## src/rtl/vga_pkg.sv

```systemverilog
// Shared definitions for the text-mode VGA tile screen: geometry, word
// widths, tile codes and the write-arbiter state type.
package vga_pkg;

    localparam int COLS   = 80;
    localparam int ROWS   = 30;
    localparam int CELLS  = COLS * ROWS;
    localparam int ADDR_W = 12;
    localparam int DATA_W = 16;

    // Tile codes (low byte of a tile word; the high byte is the attribute).
    localparam logic [7:0] TILE_BLANK     = 8'h00;
    localparam logic [7:0] TILE_PAC_R     = 8'h01;
    localparam logic [7:0] TILE_PAC_L     = 8'h02;
    localparam logic [7:0] TILE_PAC_U     = 8'h03;
    localparam logic [7:0] TILE_PAC_D     = 8'h04;
    localparam logic [7:0] TILE_GHOST_0   = 8'h10;
    localparam logic [7:0] TILE_GHOST_1   = 8'h11;
    localparam logic [7:0] TILE_GHOST_2   = 8'h12;
    localparam logic [7:0] TILE_GHOST_3   = 8'h13;
    localparam logic [7:0] TILE_GHOST_FRT = 8'h14;

    // CLEAR: blanking sweep after reset; RUN: normal round-robin granting.
    typedef enum logic {
        CLEAR = 1'b0,
        RUN   = 1'b1
    } arb_state_t;

    // Builds a tile word from an attribute byte and a tile code.
    function automatic logic [DATA_W-1:0] tile_word(input logic [7:0] attr,
                                                    input logic [7:0] tile);
        return {attr, tile};
    endfunction

endpackage

```

## src/rtl/vga_write_arbiter_rr_arbiter.sv

```systemverilog
// Combinational round-robin picker: the first eligible requester found
// searching upward from the one after rr_ptr, wrapping modulo N.
module rr_arbiter #(
    parameter int N     = 4,
    parameter int PTR_W = $clog2(N)
) (
    input  logic [N-1:0]     eligible,
    input  logic [PTR_W-1:0] rr_ptr,
    output logic [N-1:0]     grant,
    output logic [PTR_W-1:0] grant_idx,
    output logic             grant_valid
);

    int idx;

    // Scan rr_ptr+1 .. rr_ptr+N; rr_ptr < N so one subtraction wraps the index.
    always_comb begin
        grant       = '0;
        grant_idx   = '0;
        grant_valid = 1'b0;
        idx         = 0;
        for (int off = 1; off <= N; off++) begin
            idx = int'(rr_ptr) + off;
            if (idx >= N) begin
                idx = idx - N;
            end
            if (!grant_valid && eligible[idx]) begin
                grant_valid = 1'b1;
                grant[idx]  = 1'b1;
                grant_idx   = PTR_W'(idx);
            end
        end
    end

endmodule

```

## src/rtl/vga_write_arbiter.sv

```systemverilog
// Round-robin arbiter sharing the VGA tile-memory write port between N_REQ
// drawing FSMs, one registered write per cycle.
// Define VGA_ARB_CLEAR_EN to blank all CELLS tiles after reset before any
// requester is granted; without it the arbiter comes out of reset in RUN.
module vga_write_arbiter #(
    parameter int               N_REQ      = 4,
    parameter int               ADDR_W     = 12,
    parameter int               DATA_W     = 16,
    parameter int               CELLS      = 2400,
    parameter logic [DATA_W-1:0] CLEAR_TILE = 16'h0000
) (
    input  logic                    clk,
    input  logic                    rst,
    input  logic [N_REQ-1:0]        req,
    input  logic [N_REQ*ADDR_W-1:0] req_addr,
    input  logic [N_REQ*DATA_W-1:0] req_data,
    output logic [N_REQ-1:0]        ack,
    output logic [ADDR_W-1:0]       vga_addr,
    output logic                    vga_we,
    output logic [DATA_W-1:0]       vga_data,
    output logic                    busy,
    output logic                    oob_err
);

    import vga_pkg::*;

    localparam int                PTR_W     = $clog2(N_REQ);
    localparam logic [ADDR_W-1:0] LAST_CELL = ADDR_W'(CELLS - 1);

    // Handshake: req[i] with its addr/data slice is held until ack[i] pulses
    // for one cycle, which is the cycle the write sits on the vga_* port.
    // A requester being acked is masked for that cycle so a held request is
    // not granted twice for the same write.

    arb_state_t        state;
    logic [PTR_W-1:0]  rr_ptr;
    logic [N_REQ-1:0]  eligible;
    logic [N_REQ-1:0]  grant;
    logic [PTR_W-1:0]  grant_idx;
    logic              grant_valid;
    logic [ADDR_W-1:0] win_addr;
    logic [DATA_W-1:0] win_data;
`ifdef VGA_ARB_CLEAR_EN
    logic [ADDR_W-1:0] clr_addr;
`endif

    assign eligible = req & ~ack;
    assign win_addr = req_addr[grant_idx*ADDR_W +: ADDR_W];
    assign win_data = req_data[grant_idx*DATA_W +: DATA_W];

`ifdef VGA_ARB_CLEAR_EN
    assign busy = (state == CLEAR);
`else
    assign busy = 1'b0;
`endif

    rr_arbiter #(
        .N     (N_REQ),
        .PTR_W (PTR_W)
    ) u_rr (
        .eligible    (eligible),
        .rr_ptr      (rr_ptr),
        .grant       (grant),
        .grant_idx   (grant_idx),
        .grant_valid (grant_valid)
    );

    // State, clear sweep, round-robin pointer and the registered write port.
    always_ff @(posedge clk or posedge rst) begin
        if (rst) begin
            vga_addr <= '0;
            vga_we   <= 1'b0;
            vga_data <= '0;
            ack      <= '0;
            oob_err  <= 1'b0;
            rr_ptr   <= PTR_W'(N_REQ - 1);
`ifdef VGA_ARB_CLEAR_EN
            state    <= CLEAR;
            clr_addr <= '0;
`else
            state    <= RUN;
`endif
        end else begin
            case (state)
                CLEAR: begin
`ifdef VGA_ARB_CLEAR_EN
                    vga_we   <= 1'b1;
                    vga_addr <= clr_addr;
                    vga_data <= CLEAR_TILE;
                    ack      <= '0;
                    if (clr_addr == LAST_CELL) begin
                        state <= RUN;
                    end else begin
                        clr_addr <= clr_addr + 1'b1;
                    end
`else
                    state <= RUN;
`endif
                end
                default: begin
                    if (grant_valid) begin
                        ack      <= grant;
                        vga_addr <= win_addr;
                        vga_data <= win_data;
                        rr_ptr   <= grant_idx;
                        // Out-of-screen addresses are acked but never written.
                        vga_we   <= (win_addr <= LAST_CELL);
                        if (win_addr > LAST_CELL) begin
                            oob_err <= 1'b1;
                        end
                    end else begin
                        ack    <= '0;
                        vga_we <= 1'b0;
                    end
                end
            endcase
        end
    end

endmodule

```

## config.mk

```make
export PLATFORM = sky130hd
export DESIGN_NAME = vga_write_arbiter
export DESIGN_NICKNAME = d
export VERILOG_FILES = /design/src/rtl/vga_pkg.sv /design/src/rtl/vga_write_arbiter_rr_arbiter.sv /design/src/rtl/vga_write_arbiter.sv
export SDC_FILE = /design/constraint.sdc
export NUM_CORES = 1
export LEC_CHECK = 0
export BUFFER_PORTS_ARGS = -buffer_cell sky130_fd_sc_hd__buf_2
export CAP_MARGIN = 40
export CORE_MARGIN = 2
export CORE_UTILIZATION = 40
export CTS_CLUSTER_SIZE = 30
export DETAILED_ROUTE_END_ITERATION = 6
export PLACE_DENSITY = 0.74
export REMOVE_ABC_BUFFERS = 1
export SLEW_MARGIN = 5
export SYNTH_ARGS = -nofsm -noshare
export SYNTH_HDL_FRONTEND = slang
export SYNTH_HIERARCHICAL = 1
export SYNTH_SLANG_ARGS = --single-unit
```

## constraint.sdc

```tcl
create_clock -name clk -period 7.47 [get_ports clk]
set_clock_uncertainty 0.1 [all_clocks]
set_input_delay 0 -clock clk [delete_from_list [all_inputs] [get_ports clk]]
set_output_delay 0 -clock clk [all_outputs]
set_load 0.05 [all_outputs]
```

* Word level (Yosys, flattened, before mapping)
Index checks and enable logic that the tools add are counted.
** Word-level totals
- Register bits after elaboration :: 36
- Input bits :: 118
- Output and inout bits :: 35
- Logic and storage cells :: 85
** Cells by class
- Add/sub/neg operators :: 8
- Multiply operators :: 1
- Order comparisons :: 14
- Shifts and indexed selects :: 2
- Multiplexer cells :: 38
- Bitwise logic cells :: 5
- Reduce and logical (&&, ||, !) cells :: 11
** Operators with widths (number)
- 32-bit by 1-bit greater-or-equal comparator with 1-bit output (second input constant) :: 4
- 32-bit by 4-bit greater-or-equal comparator with 1-bit output (second input constant) :: 4
- 32-bit by 4-bit less-than comparator with 1-bit output (second input constant) :: 4
- 32-bit two-way mux :: 4
- 32-bit by 4-bit subtractor with 32-bit output (second input constant) :: 4
- 64-bit by 7-bit indexed part select with 16-bit output :: 1
- 48-bit by 7-bit indexed part select with 12-bit output :: 1
- 4-bit two-way mux :: 5
- 1-bit two-way mux :: 17
- 12-bit > comparator (second input constant) :: 1
- 12-bit <= comparator (second input constant) :: 1
- 4-bit OR :: 3
- 1-bit binary-select mux with 2-bit select :: 4
- 1-bit demux with 2-bit select :: 4
- 2-bit two-way mux :: 4
- 1-bit logical AND :: 7
- 2-bit by 2-bit adder with 3-bit output (second input constant) :: 2
- 2-bit by 3-bit adder with 4-bit output (second input constant) :: 1
- 4-bit bitwise AND :: 1
- 2-bit by 2-bit multiplier with 4-bit output (second input constant) :: 1
- 4-bit inverter :: 1
- 2-bit by 1-bit adder with 3-bit output (second input constant) :: 1
- 1-bit zero test :: 3
- 2-bit AND reduction :: 1

* Logic depth before layout (Yosys ltp)
- Depth after elaboration :: 20
- Gate-level depth with buffers :: 13
- Depth with buffers taken out :: 9

* By module
Netlist, hierarchy kept.
** Modules (own cells, without submodules)
- vga_write_arbiter :: instances 1, cells each 123, area an instance 2055.7 um^2, seq. area each 903.4 um^2
- rr_arbiter :: instances 1, cells each 80, area an instance 636.9 um^2, seq. area each 0.0 um^2

* Least setup slack after synthesis
OpenSTA, ideal clock, no wires.
- Kind :: reg-to-reg
- From :: reg rr_ptr[0]
- To :: reg vga_addr[3]
- Setup time :: 0.125 ns
- Arrival :: 4.137 ns
- Data required time :: 7.245 ns
- Slack :: 3.108 ns
- Cell stages (with the launch flop) :: 14
- Buffers on the path :: 5
- Clock period less this slack :: 4.362 ns
- Cells stage by stage :: dfstp_2 -> clkbuf_1 -> clkbuf_1 -> inv_1 -> ha_1 -> buf_6 -> mux4_2 -> or2_1 -> or4_1 -> and3_1 -> buf_2 -> buf_2 -> mux4_2 -> mux2_4
** Between the ends
- Cells in the longest elaborated chain, start to end :: 18
- Elaborated cells between the ends (all ways) :: 44
- Classes of those cells :: 8 x add/sub; 1 x mul; 4 x order compare; 1 x shift; 24 x mux; 6 x reduce/logical
** RTL lines
- start, declared :: RTL line vga_write_arbiter.sv:36 : logic [PTR_W-1:0] rr_ptr;
- start signal, assigned :: RTL line vga_write_arbiter.sv:76 : rr_ptr <= PTR_W'(N_REQ - 1);
- start signal, assigned :: RTL line vga_write_arbiter.sv:105 : rr_ptr <= grant_idx;
- 2-bit by 1-bit adder with 3-bit output :: RTL line vga_write_arbiter_rr_arbiter.sv:23 : idx = int'(rr_ptr) + off;
- 32-bit by 4-bit subtractor with 32-bit output / 32-bit by 4-bit greater-or-equal comparator with 1-bit output (equally long branches) :: RTL line vga_write_arbiter_rr_arbiter.sv:25, vga_write_arbiter_rr_arbiter.sv:24
- 32-bit two-way mux :: RTL line vga_write_arbiter_rr_arbiter.sv:24 : if (idx >= N) begin
- 1-bit binary-select mux with 2-bit select :: RTL line vga_write_arbiter_rr_arbiter.sv:27 : if (!grant_valid && eligible[idx]) begin
- 1-bit two-way mux (not written as such) (2 in a row) :: RTL line vga_write_arbiter_rr_arbiter.sv:27
- 1-bit two-way mux :: RTL line vga_write_arbiter_rr_arbiter.sv:27
- 1-bit zero test :: RTL line vga_write_arbiter_rr_arbiter.sv:27
- 1-bit logical AND :: RTL line vga_write_arbiter_rr_arbiter.sv:27
- [... 2 more ...]
- 1-bit logical AND :: RTL line vga_write_arbiter_rr_arbiter.sv:27
- 1-bit two-way mux :: RTL line vga_write_arbiter_rr_arbiter.sv:27
- 1-bit zero test :: RTL line vga_write_arbiter_rr_arbiter.sv:27
- 1-bit logical AND :: RTL line vga_write_arbiter_rr_arbiter.sv:27
- 2-bit two-way mux * :: RTL line vga_write_arbiter_rr_arbiter.sv:27
- named net grant_idx[1] :: RTL line vga_write_arbiter.sv:39 : logic [PTR_W-1:0] grant_idx;
- 2-bit by 2-bit multiplier with 4-bit output * :: RTL line vga_write_arbiter.sv:48 : assign win_addr = req_addr[grant_idx*ADDR_W +: ADDR_W];
- 48-bit by 7-bit indexed part select with 12-bit output * :: RTL line vga_write_arbiter.sv:48
- end signal, assigned :: RTL line vga_write_arbiter.sv:103 : vga_addr <= win_addr;
- end, declared :: RTL line vga_write_arbiter.sv:18 : output logic [ADDR_W-1:0] vga_addr,
Mark *: on every way through the listed nets, which the timed path passes. The rest lies on a longest branch. The select of a mux whose other input is x is not followed.
A chain may end at the register's enable or synchronous reset.

* Worst setup path after layout
- From :: reg rr_ptr[0]
- To :: reg oob_err
** Between the ends
- Cells in the longest elaborated chain, start to end :: 20
- Elaborated cells between the ends (all ways) :: 46
- Classes of those cells :: 8 x add/sub; 1 x mul; 5 x order compare; 1 x shift; 24 x mux; 7 x reduce/logical
** RTL lines
- 2-bit by 1-bit adder with 3-bit output :: RTL line vga_write_arbiter_rr_arbiter.sv:23
- 32-bit by 4-bit subtractor with 32-bit output / 32-bit by 4-bit greater-or-equal comparator with 1-bit output (equally long branches) :: RTL line vga_write_arbiter_rr_arbiter.sv:25, vga_write_arbiter_rr_arbiter.sv:24
- 32-bit two-way mux :: RTL line vga_write_arbiter_rr_arbiter.sv:24
- 1-bit binary-select mux with 2-bit select :: RTL line vga_write_arbiter_rr_arbiter.sv:27
- 1-bit two-way mux (not written as such) (2 in a row) :: RTL line vga_write_arbiter_rr_arbiter.sv:27
- 1-bit two-way mux :: RTL line vga_write_arbiter_rr_arbiter.sv:27
- 1-bit zero test :: RTL line vga_write_arbiter_rr_arbiter.sv:27
- 1-bit logical AND :: RTL line vga_write_arbiter_rr_arbiter.sv:27
- [... 4 more ...]
- 1-bit zero test :: RTL line vga_write_arbiter_rr_arbiter.sv:27
- 1-bit logical AND :: RTL line vga_write_arbiter_rr_arbiter.sv:27
- 2-bit two-way mux * :: RTL line vga_write_arbiter_rr_arbiter.sv:27
- named net grant_idx[1] :: RTL line vga_write_arbiter.sv:39
- 2-bit by 2-bit multiplier with 4-bit output * :: RTL line vga_write_arbiter.sv:48
- 48-bit by 7-bit indexed part select with 12-bit output * :: RTL line vga_write_arbiter.sv:48
- 12-bit > comparator * :: RTL line vga_write_arbiter.sv:108 : if (win_addr > LAST_CELL) begin
- 2-bit AND reduction (no line) *
- end signal, assigned :: RTL line vga_write_arbiter.sv:75 : oob_err <= 1'b0;
- end signal, assigned :: RTL line vga_write_arbiter.sv:109 : oob_err <= 1'b1;
- end, declared :: RTL line vga_write_arbiter.sv:22 : output logic oob_err
Marked as above.

==> impl_results.md <==
* Slowest library cell on the worst path: sky130_fd_sc_hd__dfstp_2
* Final #Nets at 474
* CTS-repair resized insts at 0
* Most instantiated cells after synthesis: sky130_fd_sc_hd__dfrtp_1 (34), sky130_fd_sc_hd__mux4_2 (32), sky130_fd_sc_hd__mux2_2 (30), sky130_fd_sc_hd__o22ai_1 (10)
* Sequential area share after synthesis at 33.55%
* Instance count of the mapped netlist at 203
* Leading post-synthesis cells by cell area: sky130_fd_sc_hd__dfrtp_1 (32%), sky130_fd_sc_hd__mux4_2 (27%), sky130_fd_sc_hd__mux2_2 (13%)
* Tightest Hold Check Type: input port to flop
* Number of pins with negative max-slew slack in the final report at 0
* Outcome: finished clean
* H-tree depth reported by CTS at 2
* Count leader, synth: sky130_fd_sc_hd__dfrtp_1
* Post-DRT Antenna Nets at 0
* Fmax at 211.1 MHz
* Avg Cell Area, Syn at 13.26 um^2
* Root buffer cell: sky130_fd_sc_hd__clkbuf_8
* Die ar. at 7404 um^2
* Number of flip-flops and latches in the synthesized netlist at 36
* Antenna violations before repair at 0
* Setup slack of the critical path after layout at 2.733 ns
* Number of buffers on the longest clock path at 2
* Total CTS buffers at 5
* Worst-Skew Late Latency at 0.28 ns
* Remaining global-route overflow at 0
* Async S/R FF share, synth at 100.0%
* Sort of element at the end of the critical path: flop
* Warnings from Yosys at 6
* Fin crit share at 63.41%
* Detail-routed via count per cell at 5.526
* Top-level I/O count at 153
* Post-synth cell types at 40
* Post-detailed-routing wire length at 6990 um
* Type of the worst setup path: flop to flop
* Pre-CTS setup slack at 2.743 ns
* Total setup violations reported at the end of the flow at 0
* Slew margin rel. at 49.90%
* Initial core utilization at 41.92%
* Critical path's largest stage delay at 0.84 ns
* Area delta synth->final at 34.34%
* Final core occ at 56.32%
* Overall die height at 86.05 um
* Unrepaired setup endpoints after global routing: false
* Largest area contributor in the netlist: sky130_fd_sc_hd__dfrtp_1
* Multi-input gate area in the final layout at 1675 um^2
* Placer congestion estimate at 0.8906
* Tmin final at 4.737 ns
* EDFF count, synth at 0
* Total negative setup slack at 0 ns
* Footprint of the flip-flops and latches at 903.4 um^2
* Worst Tran Pin Value at 0.7500 ns
* Clock Pin Slew Worst Setup and Hold Paths at 0.08 ns
* Total Routing Usage GR at 19.13%
* Total number of placement rows at 29
* Count of vias placed by the detailed router at 2,354
* Final antenna diode count at 0
* HPWL after detailed placement at 5400 um
* Arrival @ worst endpoint at 4.79 ns
* Top_reg_cell synth: sky130_fd_sc_hd__dfrtp_1
* Number of hold-slack violations in the final timing report at 0
* First-pass GRT wire length at 11,180 um
* X dimension of the die at 86.05 um
* Max-cap check violation count at 0
* Clock tree from TritonCTS: built
* Clock tree sinks at 36
* Element type at the critical path start: flop
* Cell repeated most along the worst path: sky130_fd_sc_hd__mux4_2
* First-pass DRT Iterations at 4
* Drc violations at 0
* Largest net degree at the start of global routing at 37
* Netlist area before placement at 2693 um^2
* WP data required at 7.52 ns
* Area of the core at 6422 um^2
* Largest fanout on the critical path at 24
* Count of filler cells inserted in the layout at 546
* Detailed Route Iter0 Violations at 127
* Vias in the first global route at 2,360
* Number of I/O port buffers at 151
* Critical path cell sequence: inv_1 > ha_1 > mux4_2 > or2_1 > or4_1 > and3_1 > buf_4 > mux4_2 > a21oi_1 > o211ai_1
* Final routed wire length divided by cell count at 16.41 um
* Share of final-layout standard cells stronger than drive strength 1 at 65.62%
* Share of the synthesized area in the top cell type at 31.60%
-- what timing repair did --
action	in CTS	in global routing
setup buffers	0	0
setup endpoints to repair	0	0
hold endpoints to repair	34	0
hold buffers	1	0
-- per-layer routing --
layer  wire (um)  up-vias  track usage, %
met5           0        -               0
met4          90        0           5.772
met3         570       11           3.465
met2        3526      122           33.54
met1        2803     1134           24.02
li1            -     1087               -
-- worst paths after layout --
path | slack (ns) | startpoint | cells past startpoint | endpoint
max | 2.73 | rr_ptr[0]$_DFFE_PP1P_ | 10 | oob_err$_DFFE_PP0P_
min | 0.06 | req_addr[24] | 3 | vga_addr[0]$_DFFE_PP0P_
max reg2reg | 2.73 | rr_ptr[0]$_DFFE_PP1P_ | 10 | oob_err$_DFFE_PP0P_
min reg2reg | 0.40 | vga_data[0]$_DFFE_PP0P_ | 1 | vga_data[0]$_DFFE_PP0P_
max in group asynchronous | 6.65 | rst | 4 | rr_ptr[1]$_DFFE_PP1P_
min in group asynchronous | 0.27 | rst | 4 | ack[3]$_DFF_PP0_
-- worst max-delay path: cells and delay by family, from the launching register on --
family	cells	cell delay, ns
simple gates	3	1.21
mux	2	0.97
flops	1	0.84
fa+ha+maj	1	0.56
buf+inv	2	0.54
compound gates	2	0.37
-- registers in the layout, summed over array words and instances (netlist names) --
| signal | flops |
|---|---|
| vga_data | 16 |
| vga_addr | 12 |
| ack | 4 |
| rr_ptr | 2 |
| oob_err | 1 |
| vga_we | 1 |
-- cell usage in the layout (no fill, tap or decap), types with 2 or more instances in the layout --
| master | Yosys | routed |
|---|---|---|
| sky130_fd_sc_hd__and2_1 | 5 | 5 |
| sky130_fd_sc_hd__dfrtp_1 | 34 | 34 |
| sky130_fd_sc_hd__o211ai_1 | 2 | 2 |
| sky130_fd_sc_hd__a21oi_1 | 2 | 2 |
| sky130_fd_sc_hd__dfstp_2 | 2 | 2 |
| sky130_fd_sc_hd__o2bb2ai_1 | 4 | 4 |
| sky130_fd_sc_hd__nor2b_1 | 8 | 8 |
| sky130_fd_sc_hd__clkbuf_8 | 0 | 5 |
| sky130_fd_sc_hd__nand2_1 | 5 | 5 |
| sky130_fd_sc_hd__nor3b_1 | 2 | 2 |
| sky130_fd_sc_hd__mux4_2 | 32 | 32 |
| sky130_fd_sc_hd__buf_2 | 5 | 151 |
| sky130_fd_sc_hd__nand4_1 | 2 | 2 |
| sky130_fd_sc_hd__ha_1 | 8 | 8 |
| sky130_fd_sc_hd__a211oi_1 | 4 | 4 |
| sky130_fd_sc_hd__nor2_1 | 3 | 3 |
| sky130_fd_sc_hd__nand2b_1 | 6 | 5 |
| sky130_fd_sc_hd__o21a_1 | 2 | 2 |
| sky130_fd_sc_hd__mux2i_1 | 5 | 5 |
| sky130_fd_sc_hd__o22ai_1 | 10 | 9 |
| sky130_fd_sc_hd__inv_1 | 5 | 5 |
| sky130_fd_sc_hd__mux2_2 | 30 | 30 |
| sky130_fd_sc_hd__buf_4 | 1 | 3 |
-- cells by family (layout without fill, tap and decap cells) --
| logic type | after synthesis | count (layout) | synth area share, % |
|---|---|---|---|
| buf+inv | 23 | 169 | 4.833 |
| mux | 68 | 68 | 41.73 |
| other cells | 1 | 1 | 0.1393 |
| simple gates | 37 | 37 | 8.086 |
| flops | 36 | 36 | 33.55 |
| compound gates | 30 | 30 | 7.946 |
| fa+ha+maj | 8 | 8 | 3.718 |
-- layout make-up --
type / count / area share (%)
Clock buffer: 6 / 2.006
Tap cell: 77 / 2.663
Sequential cell: 36 / 24.97
Inverter: 5 / 0.5189
Multi-Input combinational cell: 144 / 46.32
Clock inverter: 2 / 0.9685
Timing Repair Buffer: 156 / 22.55
-- metrics by stage --
stage	std cells	hold slack (ns)	cell area [um^2]
final	426	0.06036	3617
after global placement	416	0.02951	3472
after floorplan	185	0.06551	2581
after global routing	426	0.05728	3617
after CTS	426	0.05143	3617
after detailed placement	417	0.04557	3500
Power is not shown: default switching activity piles up to over one toggle a cycle in this logic, so the estimate is an artifact.
